$ cat src/rtl/fft_pkg.sv
// Shared FFT datapath definitions: default widths, complex-word packing for
// the default width, and the constants that drive twiddle-product rounding.
package fft_pkg;

    localparam int DW_DEFAULT = 16;
    localparam int TW_DEFAULT = 16;

    // Complex word at the default width, re in the upper half.
    typedef struct packed {
        logic signed [DW_DEFAULT-1:0] re;
        logic signed [DW_DEFAULT-1:0] im;
    } cplx16_t;

    function automatic cplx16_t cplx16_unpack(input logic [2*DW_DEFAULT-1:0] w);
        return cplx16_t'(w);
    endfunction

    function automatic logic [2*DW_DEFAULT-1:0] cplx16_pack(input cplx16_t c);
        return {c.re, c.im};
    endfunction

    // Twiddles are Q1.(tw-1): the product carries tw-1 fractional bits.
    function automatic int SHIFT(input int tw);
        return tw - 1;
    endfunction

    // Half an LSB of the result, added before the shift for round-half-up.
    function automatic longint ROUND_OFS(input int tw);
        return longint'(1) << (tw - 2);
    endfunction

endpackage

$ cat src/rtl/cmul_round.sv
// Two-stage complex multiply b*tf with round-half-up back to DW+2 bits.
// Stage enables come from the owning pipeline's handshake logic.
module cmul_round
    import fft_pkg::*;
#(
    parameter int DW = 16,
    parameter int TW = 16
) (
    input  logic                 clock,
    input  logic                 reset_n,
    input  logic                 en_s1,
    input  logic                 en_s2,
    input  logic [2*DW-1:0]      b,
    input  logic [2*TW-1:0]      tf,
    output logic signed [DW+1:0] p_re,
    output logic signed [DW+1:0] p_im
);

    localparam int PRW = DW + TW;
    localparam int PSW = DW + TW + 1;
    localparam int SHF = SHIFT(TW);
    localparam logic signed [PSW-1:0] RND = PSW'(ROUND_OFS(TW));

    logic signed [DW-1:0] b_re, b_im;
    logic signed [TW-1:0] t_re, t_im;

    assign {b_re, b_im} = b;
    assign {t_re, t_im} = tf;

    logic signed [PRW-1:0] rr_p1, ii_p1, ri_p1, ir_p1;
    logic signed [PSW-1:0] sum_re, sum_im;

    // S1: the four partial products
    always_ff @(posedge clock or negedge reset_n) begin
        if (!reset_n) begin
            rr_p1 <= '0;
            ii_p1 <= '0;
            ri_p1 <= '0;
            ir_p1 <= '0;
        end else if (en_s1) begin
            rr_p1 <= PRW'(b_re) * PRW'(t_re);
            ii_p1 <= PRW'(b_im) * PRW'(t_im);
            ri_p1 <= PRW'(b_re) * PRW'(t_im);
            ir_p1 <= PRW'(b_im) * PRW'(t_re);
        end
    end

    assign sum_re = PSW'(rr_p1) - PSW'(ii_p1) + RND;
    assign sum_im = PSW'(ri_p1) + PSW'(ir_p1) + RND;

    // S2: combine, round and drop the fractional bits
    always_ff @(posedge clock or negedge reset_n) begin
        if (!reset_n) begin
            p_re <= '0;
            p_im <= '0;
        end else if (en_s2) begin
            p_re <= (DW+2)'(sum_re >>> SHF);
            p_im <= (DW+2)'(sum_im >>> SHF);
        end
    end

endmodule

$ cat src/rtl/butterfly_pipe.sv
// Three-stage radix-2 DIT butterfly: y = a + b*tf, z = a - b*tf, with
// optional per-transaction halving, sticky overflow and full back-pressure.
// Build option: BUTTERFLY_SATURATE_EN clamps out-of-range results; without it
// results wrap to the low DW bits.
module butterfly_pipe
    import fft_pkg::*;
#(
    parameter int DW = 16,
    parameter int TW = 16
) (
    input  logic            clock,
    input  logic            reset_n,
    input  logic            in_valid,
    output logic            in_ready,
    input  logic            in_scale,
    input  logic [2*DW-1:0] a,
    input  logic [2*DW-1:0] b,
    input  logic [2*TW-1:0] tf,
    output logic            out_valid,
    input  logic            out_ready,
    output logic [2*DW-1:0] y,
    output logic [2*DW-1:0] z,
    output logic            ovf,
    input  logic            ovf_clr
);

    localparam int W3 = DW + 3;
    localparam logic signed [W3-1:0] MAX3 = {4'b0000, {(DW-1){1'b1}}};
    localparam logic signed [W3-1:0] MIN3 = {4'b1111, {(DW-1){1'b0}}};
    localparam logic signed [W3-1:0] ONE3 = W3'(1);
    localparam logic signed [DW-1:0] DMAX = {1'b0, {(DW-1){1'b1}}};
    localparam logic signed [DW-1:0] DMIN = {1'b1, {(DW-1){1'b0}}};

    // Optional halving with round-half-up.
    function automatic logic signed [W3-1:0] scale_res(input logic signed [W3-1:0] x,
                                                       input logic s);
        logic signed [W3-1:0] t;
        t = x + ONE3;
        return s ? (t >>> 1) : x;
    endfunction

    function automatic logic in_range(input logic signed [W3-1:0] x);
        return (x <= MAX3) && (x >= MIN3);
    endfunction

    // Reduce a widened result to DW bits.
    function automatic logic signed [DW-1:0] reduce(input logic signed [W3-1:0] x);
`ifdef BUTTERFLY_SATURATE_EN
        if (x > MAX3)
            return DMAX;
        else if (x < MIN3)
            return DMIN;
        else
            return DW'(x);
`else
        return DW'(x);
`endif
    endfunction

    logic vld_p1, vld_p2, vld_p3;
    logic ld_p1, ld_p2, ld_p3;

    // A stage loads when it is empty or its content moves on this cycle.
    assign ld_p3     = !vld_p3 || out_ready;
    assign ld_p2     = !vld_p2 || ld_p3;
    assign ld_p1     = !vld_p1 || ld_p2;
    assign in_ready  = ld_p1;
    assign out_valid = vld_p3;

    logic signed [DW-1:0] a_re, a_im;
    assign {a_re, a_im} = a;

    logic signed [DW-1:0] a_re_p1, a_im_p1, a_re_p2, a_im_p2;
    logic                 scale_p1, scale_p2;
    logic signed [DW+1:0] p_re_p2, p_im_p2;
    logic [2*DW-1:0]      y_p3, z_p3;

    // Valid bits travel with their stage's data.
    always_ff @(posedge clock or negedge reset_n) begin
        if (!reset_n) begin
            vld_p1 <= 1'b0;
            vld_p2 <= 1'b0;
            vld_p3 <= 1'b0;
        end else begin
            if (ld_p1) vld_p1 <= in_valid;
            if (ld_p2) vld_p2 <= vld_p1;
            if (ld_p3) vld_p3 <= vld_p2;
        end
    end

    // S1/S2: carry a and the scale bit alongside the multiplier
    always_ff @(posedge clock or negedge reset_n) begin
        if (!reset_n) begin
            a_re_p1  <= '0;
            a_im_p1  <= '0;
            scale_p1 <= 1'b0;
            a_re_p2  <= '0;
            a_im_p2  <= '0;
            scale_p2 <= 1'b0;
        end else begin
            if (ld_p1) begin
                a_re_p1  <= a_re;
                a_im_p1  <= a_im;
                scale_p1 <= in_scale;
            end
            if (ld_p2) begin
                a_re_p2  <= a_re_p1;
                a_im_p2  <= a_im_p1;
                scale_p2 <= scale_p1;
            end
        end
    end

    cmul_round #(
        .DW(DW),
        .TW(TW)
    ) u_cmul (
        .clock  (clock),
        .reset_n(reset_n),
        .en_s1  (ld_p1),
        .en_s2  (ld_p2),
        .b      (b),
        .tf     (tf),
        .p_re   (p_re_p2),
        .p_im   (p_im_p2)
    );

    // S3: add/subtract, scale, range check and reduce
    logic signed [W3-1:0] yre_w, yim_w, zre_w, zim_w;
    logic                 ovf_hit;

    assign yre_w = scale_res(W3'(a_re_p2) + W3'(p_re_p2), scale_p2);
    assign yim_w = scale_res(W3'(a_im_p2) + W3'(p_im_p2), scale_p2);
    assign zre_w = scale_res(W3'(a_re_p2) - W3'(p_re_p2), scale_p2);
    assign zim_w = scale_res(W3'(a_im_p2) - W3'(p_im_p2), scale_p2);

    assign ovf_hit = vld_p2 && ld_p3 &&
                     !(in_range(yre_w) && in_range(yim_w) &&
                       in_range(zre_w) && in_range(zim_w));

    // Output registers hold while stalled.
    always_ff @(posedge clock or negedge reset_n) begin
        if (!reset_n) begin
            y_p3 <= '0;
            z_p3 <= '0;
        end else if (ld_p3) begin
            y_p3 <= {reduce(yre_w), reduce(yim_w)};
            z_p3 <= {reduce(zre_w), reduce(zim_w)};
        end
    end

    // Sticky overflow; a new overflow takes priority over a clear.
    always_ff @(posedge clock or negedge reset_n) begin
        if (!reset_n)
            ovf <= 1'b0;
        else if (ovf_hit)
            ovf <= 1'b1;
        else if (ovf_clr)
            ovf <= 1'b0;
    end

    assign y = y_p3;
    assign z = z_p3;

endmodule

$ cat config.mk
export PLATFORM = sky130hd
export DESIGN_NAME = butterfly_pipe
export DESIGN_NICKNAME = d
export VERILOG_FILES = /design/src/rtl/fft_pkg.sv /design/src/rtl/cmul_round.sv /design/src/rtl/butterfly_pipe.sv
export SDC_FILE = /design/constraint.sdc
export NUM_CORES = 2
export LEC_CHECK = 0
export CORE_MARGIN = 4
export CORE_UTILIZATION = 55
export CTS_BUF_LIST = sky130_fd_sc_hd__clkbuf_8
export DETAILED_ROUTE_END_ITERATION = 12
export PLACE_DENSITY = 0.72
export SETUP_SLACK_MARGIN = 0.5
export SYNTH_ARGS = -nofsm -noshare
export SYNTH_HDL_FRONTEND = slang
export SYNTH_HIERARCHICAL = 1
export SYNTH_SLANG_ARGS = --single-unit
$ cat constraint.sdc
create_clock -name clock -period 5 [get_ports clock]
set_clock_uncertainty 0.05 [all_clocks]
set_input_delay 1 -clock clock [delete_from_list [all_inputs] [get_ports clock]]
set_output_delay 1 -clock clock [all_outputs]
set_load 0.01 [all_outputs]
# Word level (Yosys, flattened, before mapping)
# Index checks and enable logic that the tools add are counted.
# Widths: inputs -> output; s select.
totals:
  reg_bits: 298
  latchBits: 0
  ram_bits: 0
  romBits: 0
  inputBits: 102
  out_inout_bits: 67
  word_cells: 65
  memories: 0
op_classes:
  add_sub_neg: 12
  multipliers: 4
  n_div: 0
  n_lt_le_gt_ge: 8
  eq_ne: 0
  n_shift: 0
  mux: 6
  bitwise: 0
  n_reduce_logical: 17
ops:
  columns: ["cell", "n"]
  rows:
  - ["$mul 16x16->32", 4]
  - ["$add 19x2->19 const B", 4]
  - ["$ge 19x16->1 const B", 4]
  - ["$le 19x16->1 const B", 4]
  - ["$mux 19", 4]
  - ["$add 33x16->33 const B", 2]
  - ["$add 16x18->19", 2]
  - ["$sub 16x18->19", 2]
  - ["$add 32x32->33", 1]
  - ["$sub 32x32->33", 1]
  - ["$logic_and 1x1->1", 9]
  - ["$logic_not 1->1", 4]
  - ["$logic_or 1x1->1", 3]
  - ["$mux 1", 2]
  - ["$reduce_bool 2->1", 1]

# Logic depth before layout (Yosys ltp)
logic_depth:
  depth_word: 11
  ltp_mapped: 27
  mapped_depth_nobuf: 25

# Modules after synthesis
# The synthesis kept the hierarchy.
modules_own_cells:
  columns: ["mod", "instances", "cells_per_inst", "area_per_inst_um2", "seq_area_each_um2"]
  rows:
  - ["cmul_round", 1, 5094, 48006.0, 4103.9]
  - ["butterfly_pipe", 1, 1340, 11365.9, 3353.2]

# Worst setup path after synthesis
# OpenSTA, ideal clock, no wires.
synth_path:
  path_kind: "input -> register"
  from: "in b[15]"
  to: "reg u_cmul.ir_p1[31]"
  setup_ns: 0.136
  arrival_ns: 6.845
  required_ns: 4.814
  setup_slack_ns: -2.031
  stages: 22
  path_buffers: 1
  path_cell_list: "clkbuf_1 -> nand2_1 -> inv_1 -> fa_1 -> fa_1 -> fa_1 -> fa_1 -> fa_1 -> inv_1 -> fa_1 -> inv_1 -> ha_1 -> nand3_1 -> nor3_1 -> and3_1 -> a41oi_1 -> a21bo_2 -> o41ai_2 -> o311ai_0 -> a21oi_1 -> xnor2_1 -> a21oi_1"
synth_via:
  elab_chain_len: 1
synth_lines:
  columns: ["item", "line", "rtl"]
  rows:
  - ["start: declaration", "butterfly_pipe.sv:17", "input logic [2*DW-1:0] b,"]
  - ["$mul 16x16->32", "cmul_round.sv:44", "ir_p1 <= PRW'(b_im) * PRW'(t_re);"]
  - ["end signal: assignment", "cmul_round.sv:44", null]
  - ["end: declaration", "cmul_round.sv:30", "logic signed [PRW-1:0] rr_p1, ii_p1, ri_p1, ir_p1;"]
# Every way passes these cells.
# A chain may end at the register's enable or synchronous reset.

# Worst setup path in the final report
layout_path:
  from: "in b[20]"
  to: "reg u_cmul.ri_p1[19]"
layout_via:
  elab_chain_len: 1
layout_lines:
  columns: ["item", "line", "rtl"]
  rows:
  - ["$mul 16x16->32", "cmul_round.sv:43", "ri_p1 <= PRW'(b_re) * PRW'(t_im);"]
  - ["end signal: assignment", "cmul_round.sv:43", null]
  - ["end: declaration", "cmul_round.sv:30", null]
# Every way passes these cells.

==> report_table.html <==
<table>
<tr><th>Metric</th><th>Value</th></tr>
<tr><th colspan="2">Logic synthesis</th></tr>
<tr><td>Main combinational cell family by area after synthesis</td><td>adder cells</td></tr>
<tr><td>Synthesized-area fraction occupied by xor and xnor cells</td><td>3.54%</td></tr>
<tr><td>Number of distinct library cells after synthesis</td><td>109</td></tr>
<tr><td>Post-synthesis share of cell area spent on full adders, half adders and majority gates</td><td>46.6%</td></tr>
<tr><td>Mean cell area of the mapped netlist</td><td>9.23 um^2</td></tr>
<tr><td>Sequential share of the synthesized area</td><td>12.6%</td></tr>
<tr><td>Mapped cell area</td><td>59400 um^2</td></tr>
<tr><td>Simple logic cell fraction of the synthesized area</td><td>14.4%</td></tr>
<tr><td>Synthesis warning total</td><td>6</td></tr>
<tr><td>Post-synth net total</td><td>8114</td></tr>
<tr><td>Most used DFF post-synth</td><td>sky130_fd_sc_hd__dfrtp_1</td></tr>
<tr><td>Flip-flop and latch count after synthesis</td><td>298</td></tr>
<tr><td>Number of synthesized flops with an enable pin</td><td>0</td></tr>
<tr><td>Compound-Gate Fraction of Synth Area</td><td>9.39%</td></tr>
<tr><td>Share of flip-flops with an asynchronous set or reset after synthesis</td><td>100%</td></tr>
<tr><td>Fraction of synthesized area in multiplexers</td><td>3.51%</td></tr>
<tr><td>Number of standard cells after synthesis</td><td>6434</td></tr>
<tr><th colspan="2">Setup path</th></tr>
<tr><td>Worst path depth</td><td>29</td></tr>
<tr><td>Buffers &amp; Inverters on Critical Path</td><td>12</td></tr>
<tr><td>Type of element capturing the critical path</td><td>register</td></tr>
<tr><td>Worst r2r src</td><td>u_cmul/ri_p1[20]</td></tr>
<tr><td>Critical-path top delay cell</td><td>sky130_fd_sc_hd__fa_1</td></tr>
<tr><td>Required time of the critical path</td><td>5590 ps</td></tr>
<tr><td>Setup slack, reg-to-reg</td><td>560 ps</td></tr>
<tr><td>Crit Path Max Fanout</td><td>9</td></tr>
<tr><td>Crit-path leading delay family</td><td>adder cells</td></tr>
<tr><td>Worst reg2reg path depth</td><td>11</td></tr>
<tr><td>Kind of critical path</td><td>in -&gt; reg</td></tr>
<tr><td>Data arrival time at the worst-slack endpoint</td><td>6930 ps</td></tr>
<tr><td>Startpoint kind of the worst setup timing path</td><td>primary input</td></tr>
<tr><td>Longest individual stage delay on the worst path</td><td>620 ps</td></tr>
<tr><td>Critical path launch point</td><td>b[20]</td></tr>
<tr><td>End of the worst register-to-register path</td><td>u_cmul/p_im[15]</td></tr>
<tr><th colspan="2">Die</th></tr>
<tr><td>Area inside the core boundary</td><td>107000 um^2</td></tr>
<tr><td>FP Rows</td><td>120</td></tr>
<tr><td>Die Area</td><td>113000 um^2</td></tr>
<tr><td>Die Wd</td><td>337 um</td></tr>
<tr><td>Chip height</td><td>337 um</td></tr>
<tr><td>Num ports</td><td>169</td></tr>
<tr><td>Initial Util</td><td>55.5%</td></tr>
<tr><th colspan="2">Placed design</th></tr>
<tr><td>Worst slack at placement</td><td>-2340 ps</td></tr>
<tr><td>Placed insts</td><td>8430</td></tr>
<tr><td>Gpl congestion</td><td>0.964</td></tr>
<tr><td>Placed cell areas</td><td>69400 um^2</td></tr>
<tr><td>Final HPWL from detailed placement</td><td>135000 um</td></tr>
<tr><td>IO buf count</td><td>168</td></tr>
<tr><th colspan="2">Timing</th></tr>
<tr><td>Setup total negative slack</td><td>-85930 ps</td></tr>
<tr><td>Hold violation count in the final report</td><td>0</td></tr>
<tr><td>Total setup violations reported at the end of the flow</td><td>89</td></tr>
<tr><td>Worst slew pin tran</td><td>942 ps</td></tr>
<tr><td>Setup repair after global routing missed its margin</td><td>true</td></tr>
<tr><td>Final period demand of the worst path</td><td>6350 ps</td></tr>
<tr><td>Number of max-slew violations in the final report</td><td>0</td></tr>
<tr><td>Fmax</td><td>158 MHz</td></tr>
<tr><td>Relative slew slack</td><td>37.0%</td></tr>
<tr><td>Worst-case setup margin in the final layout</td><td>-1350 ps</td></tr>
<tr><td>Share of the clock period used by the worst path</td><td>127%</td></tr>
<tr><th colspan="2">Clocking</th></tr>
<tr><td>Clock Root Buffer</td><td>sky130_fd_sc_hd__clkbuf_8</td></tr>
<tr><td>Number of clock buffers inserted by TritonCTS</td><td>57</td></tr>
<tr><td>Clock transition at the register clock pins on the worst setup and hold paths after CTS</td><td>70 ps</td></tr>
<tr><td>Number of buffers inserted by hold repair at cts</td><td>0</td></tr>
<tr><td>Maximum root-to-sink buffer count</td><td>3</td></tr>
<tr><td>CTS HTree Levels</td><td>2</td></tr>
<tr><td>CTS tree</td><td>done</td></tr>
<tr><td>Worst-Skew Late Latency</td><td>740 ps</td></tr>
<tr><td>Clk sinks</td><td>298</td></tr>
<tr><th colspan="2">Finish</th></tr>
<tr><td>Non-filler instance count after layout</td><td>8861</td></tr>
<tr><td>Fraction of final layout cells sized beyond drive strength 1</td><td>27.1%</td></tr>
<tr><td>Summed area of non-filler cells in the final layout</td><td>77200 um^2</td></tr>
<tr><td>Number of fillers in the final layout</td><td>7154</td></tr>
<tr><td>Area growth syn-to-layout</td><td>30.0%</td></tr>
<tr><td>Count of nets after finishing</td><td>9080</td></tr>
<tr><th colspan="2">Status</th></tr>
<tr><td>Violations in the final reports</td><td>setup timing</td></tr>
<tr><td>Result of the run</td><td>finished with violations</td></tr>
<tr><th colspan="2">Routing</th></tr>
<tr><td>Final routed wire length divided by cell count</td><td>22.7 um</td></tr>
<tr><td>Total number of vias</td><td>50839</td></tr>
<tr><td>Detailed-router iteration count before antenna repair</td><td>6</td></tr>
<tr><td>Number of vias per cell after detailed routing</td><td>5.74</td></tr>
<tr><td>Initial DRC Count</td><td>4115</td></tr>
<tr><td>DRC</td><td>0</td></tr>
<tr><td>ANT nets after route</td><td>0</td></tr>
<tr><td>Overall routed net length</td><td>201000 um</td></tr>
<tr><th colspan="2">Global routing</th></tr>
<tr><td>Total GRT Usage</td><td>34.6%</td></tr>
<tr><td>Wire length of the first global-routing pass</td><td>301000 um</td></tr>
<tr><td>Total congestion overflow after global routing</td><td>0</td></tr>
<tr><td>Vias in the first global route</td><td>53791</td></tr>
<tr><td>Initial antenna violation count</td><td>17</td></tr>
<tr><td>Maximum number of pins on one net before global-route repair</td><td>96</td></tr>
<tr><th colspan="2">Worst hold path</th></tr>
<tr><td>Hold crit path type</td><td>in -&gt; async</td></tr>
<tr><th colspan="2">Run</th></tr>
<tr><td>Number of max-capacitance violations reported</td><td>0</td></tr>
</table>
-- cell families (layout without fill, tap and decap cells) --
logic type               after synthesis  in the layout
other                                  0             14
multiplexers                         187            187
AND/OR/NAND/NOR                     1725           1725
AO/OA/AOI/OAI                        833            833
XOR/XNOR                             240            240
flip-flops                           298            298
adder cells (fa/ha/maj)             1578           1578
buffers and inverters               1573           2583
-- registers in the layout (all words and copies together), names as in the netlist --
name and flops:
z 32, u_cmul/ri_p1 32, u_cmul/ii_p1 32, a_im_p1 16
vld_p2 1, ovf 1, a_re_p2 16, y 32
a_re_p1 16, out_valid 1, scale_p1 1, a_im_p2 16
u_cmul/rr_p1 32, u_cmul/p_im 18, vld_p1 1, u_cmul/p_re 18
u_cmul/ir_p1 32, scale_p2 1
-- layout by cell type (no fill, tap or decap), types with 25 or more instances in the layout --
cell and count:
sky130_fd_sc_hd__a211oi_1 38, sky130_fd_sc_hd__a21o_1 89, sky130_fd_sc_hd__a21oi_1 184, sky130_fd_sc_hd__a21oi_2 45
sky130_fd_sc_hd__a31oi_1 25, sky130_fd_sc_hd__and2_1 414, sky130_fd_sc_hd__and2_4 91, sky130_fd_sc_hd__buf_12 118
sky130_fd_sc_hd__buf_16 25, sky130_fd_sc_hd__buf_4 706, sky130_fd_sc_hd__buf_6 163, sky130_fd_sc_hd__buf_8 29
sky130_fd_sc_hd__clkbuf_8 66, sky130_fd_sc_hd__clkdlybuf4s50_1 105, sky130_fd_sc_hd__dfrtp_1 297, sky130_fd_sc_hd__fa_1 970
sky130_fd_sc_hd__fa_2 82, sky130_fd_sc_hd__ha_1 439, sky130_fd_sc_hd__ha_4 70, sky130_fd_sc_hd__inv_1 1204
sky130_fd_sc_hd__inv_2 88, sky130_fd_sc_hd__mux2_2 137, sky130_fd_sc_hd__mux2_4 29, sky130_fd_sc_hd__nand2_1 591
sky130_fd_sc_hd__nand2_2 27, sky130_fd_sc_hd__nand2b_1 45, sky130_fd_sc_hd__nand3_1 58, sky130_fd_sc_hd__nor2_1 222
sky130_fd_sc_hd__nor3_1 51, sky130_fd_sc_hd__o21a_1 35, sky130_fd_sc_hd__o21ai_0 113, sky130_fd_sc_hd__o21ai_1 27
sky130_fd_sc_hd__xnor2_1 171, sky130_fd_sc_hd__xor2_1 43
-- worst reg2reg max path, delay by kind of cell (launching register included) --
family          cells  cell delay [ps]
compound gates      4             1160
simple gates        3              850
xor+xnor            1              780
fa+ha+maj           2              760
flops               1              450
mux                 1              300
-- Yosys cell counts, types with 8 or more instances --
master / n / area share (%)
sky130_fd_sc_hd__nand4_1: 19 / 0.20
sky130_fd_sc_hd__mux2_2: 165 / 3.1
sky130_fd_sc_hd__ha_1: 526 / 11
sky130_fd_sc_hd__and2_1: 504 / 5.3
sky130_fd_sc_hd__nor2b_1: 26 / 0.27
sky130_fd_sc_hd__nand3b_1: 8 / 0.10
sky130_fd_sc_hd__a21o_1: 90 / 1.1
sky130_fd_sc_hd__xor2_1: 50 / 0.74
sky130_fd_sc_hd__o21ai_1: 9 / 0.076
sky130_fd_sc_hd__o21ai_0: 154 / 1.3
sky130_fd_sc_hd__nand2_1: 637 / 4.0
sky130_fd_sc_hd__o211ai_1: 21 / 0.27
sky130_fd_sc_hd__and3_1: 23 / 0.24
sky130_fd_sc_hd__mux2i_1: 21 / 0.35
sky130_fd_sc_hd__nand2b_1: 51 / 0.54
sky130_fd_sc_hd__o21bai_1: 22 / 0.28
sky130_fd_sc_hd__a32oi_1: 12 / 0.18
sky130_fd_sc_hd__or2_2: 12 / 0.13
sky130_fd_sc_hd__o2111ai_1: 8 / 0.12
sky130_fd_sc_hd__a21oi_1: 244 / 2.1
sky130_fd_sc_hd__buf_2: 9 / 0.076
sky130_fd_sc_hd__or3_1: 22 / 0.23
sky130_fd_sc_hd__nor2_1: 241 / 1.5
sky130_fd_sc_hd__buf_1: 13 / 0.082
sky130_fd_sc_hd__inv_1: 1284 / 8.1
sky130_fd_sc_hd__o21a_1: 36 / 0.46
sky130_fd_sc_hd__nor3_1: 57 / 0.48
sky130_fd_sc_hd__o31ai_1: 17 / 0.21
sky130_fd_sc_hd__fa_1: 1052 / 35
sky130_fd_sc_hd__o22ai_1: 9 / 0.095
sky130_fd_sc_hd__clkbuf_1: 261 / 1.7
sky130_fd_sc_hd__a211o_1: 10 / 0.15
sky130_fd_sc_hd__xnor2_1: 190 / 2.8
sky130_fd_sc_hd__a211oi_1: 47 / 0.59
sky130_fd_sc_hd__nand3_1: 72 / 0.61
sky130_fd_sc_hd__dfrtp_1: 298 / 13
sky130_fd_sc_hd__a31oi_1: 32 / 0.34
-- final cells by class --
| type | instances | area [um^2] | share of cell area (%) |
|---|---|---|---|
| flip-flops and latches | 298 | 7460 | 9.67 |
| clock inverters | 37 | 390 | 0.506 |
| inverters | 1287 | 4840 | 6.27 |
| well taps | 1403 | 1760 | 2.28 |
| multi-input cells | 4563 | 49300 | 63.9 |
| clock buffers | 66 | 908 | 1.18 |
| repair buffers | 1193 | 12400 | 16.1 |
| diodes | 14 | 35.0 | 0.0454 |
-- repair_timing --
item / in CTS / in global routing
endpoints found under the setup margin: 104 / 103
pin swaps: 360 / 275
resized for setup: 760 / 309
setup buffers: 207 / 63
gates cloned: 42 / 2
-- metrics by stage --
| step | utilization (%) | hold WS [ps] |
|---|---|---|
| 6_report | 72.1 | 216 |
| 5_1_grt | 72.0 | 252 |
| 4_1_cts | 70.5 | 218 |
| 3_5_place_dp | 64.8 | 415 |
| 3_3_place_gp | 64.8 | 405 |
| 2_1_floorplan | - | 386 |
-- per-layer routing --
metal	global-route usage (%)	up-vias	routed length (um)
met2	54.9	2653	90300
met5	0	-	37
met1	42.0	25135	72500
li1	-	22080	-
met3	10.0	965	21600
met4	21.3	6	17000
-- worst max path at each step --
stage / endpoint / slack, ps
finish: u_cmul/ri_p1[19] / -1350
global route: u_cmul/rr_p1[28] / -1420
CTS: u_cmul/rr_p1[28] / -1150
detailed placement: u_cmul/ir_p1[31] / -2340
global placement: u_cmul/rr_p1[30] / -2270
floorplan: u_cmul/rr_p1[31] / -1490
Power is left out: the tool's default activity adds up to more than one toggle a clock period on the data nets, which glitch-free logic cannot reach.
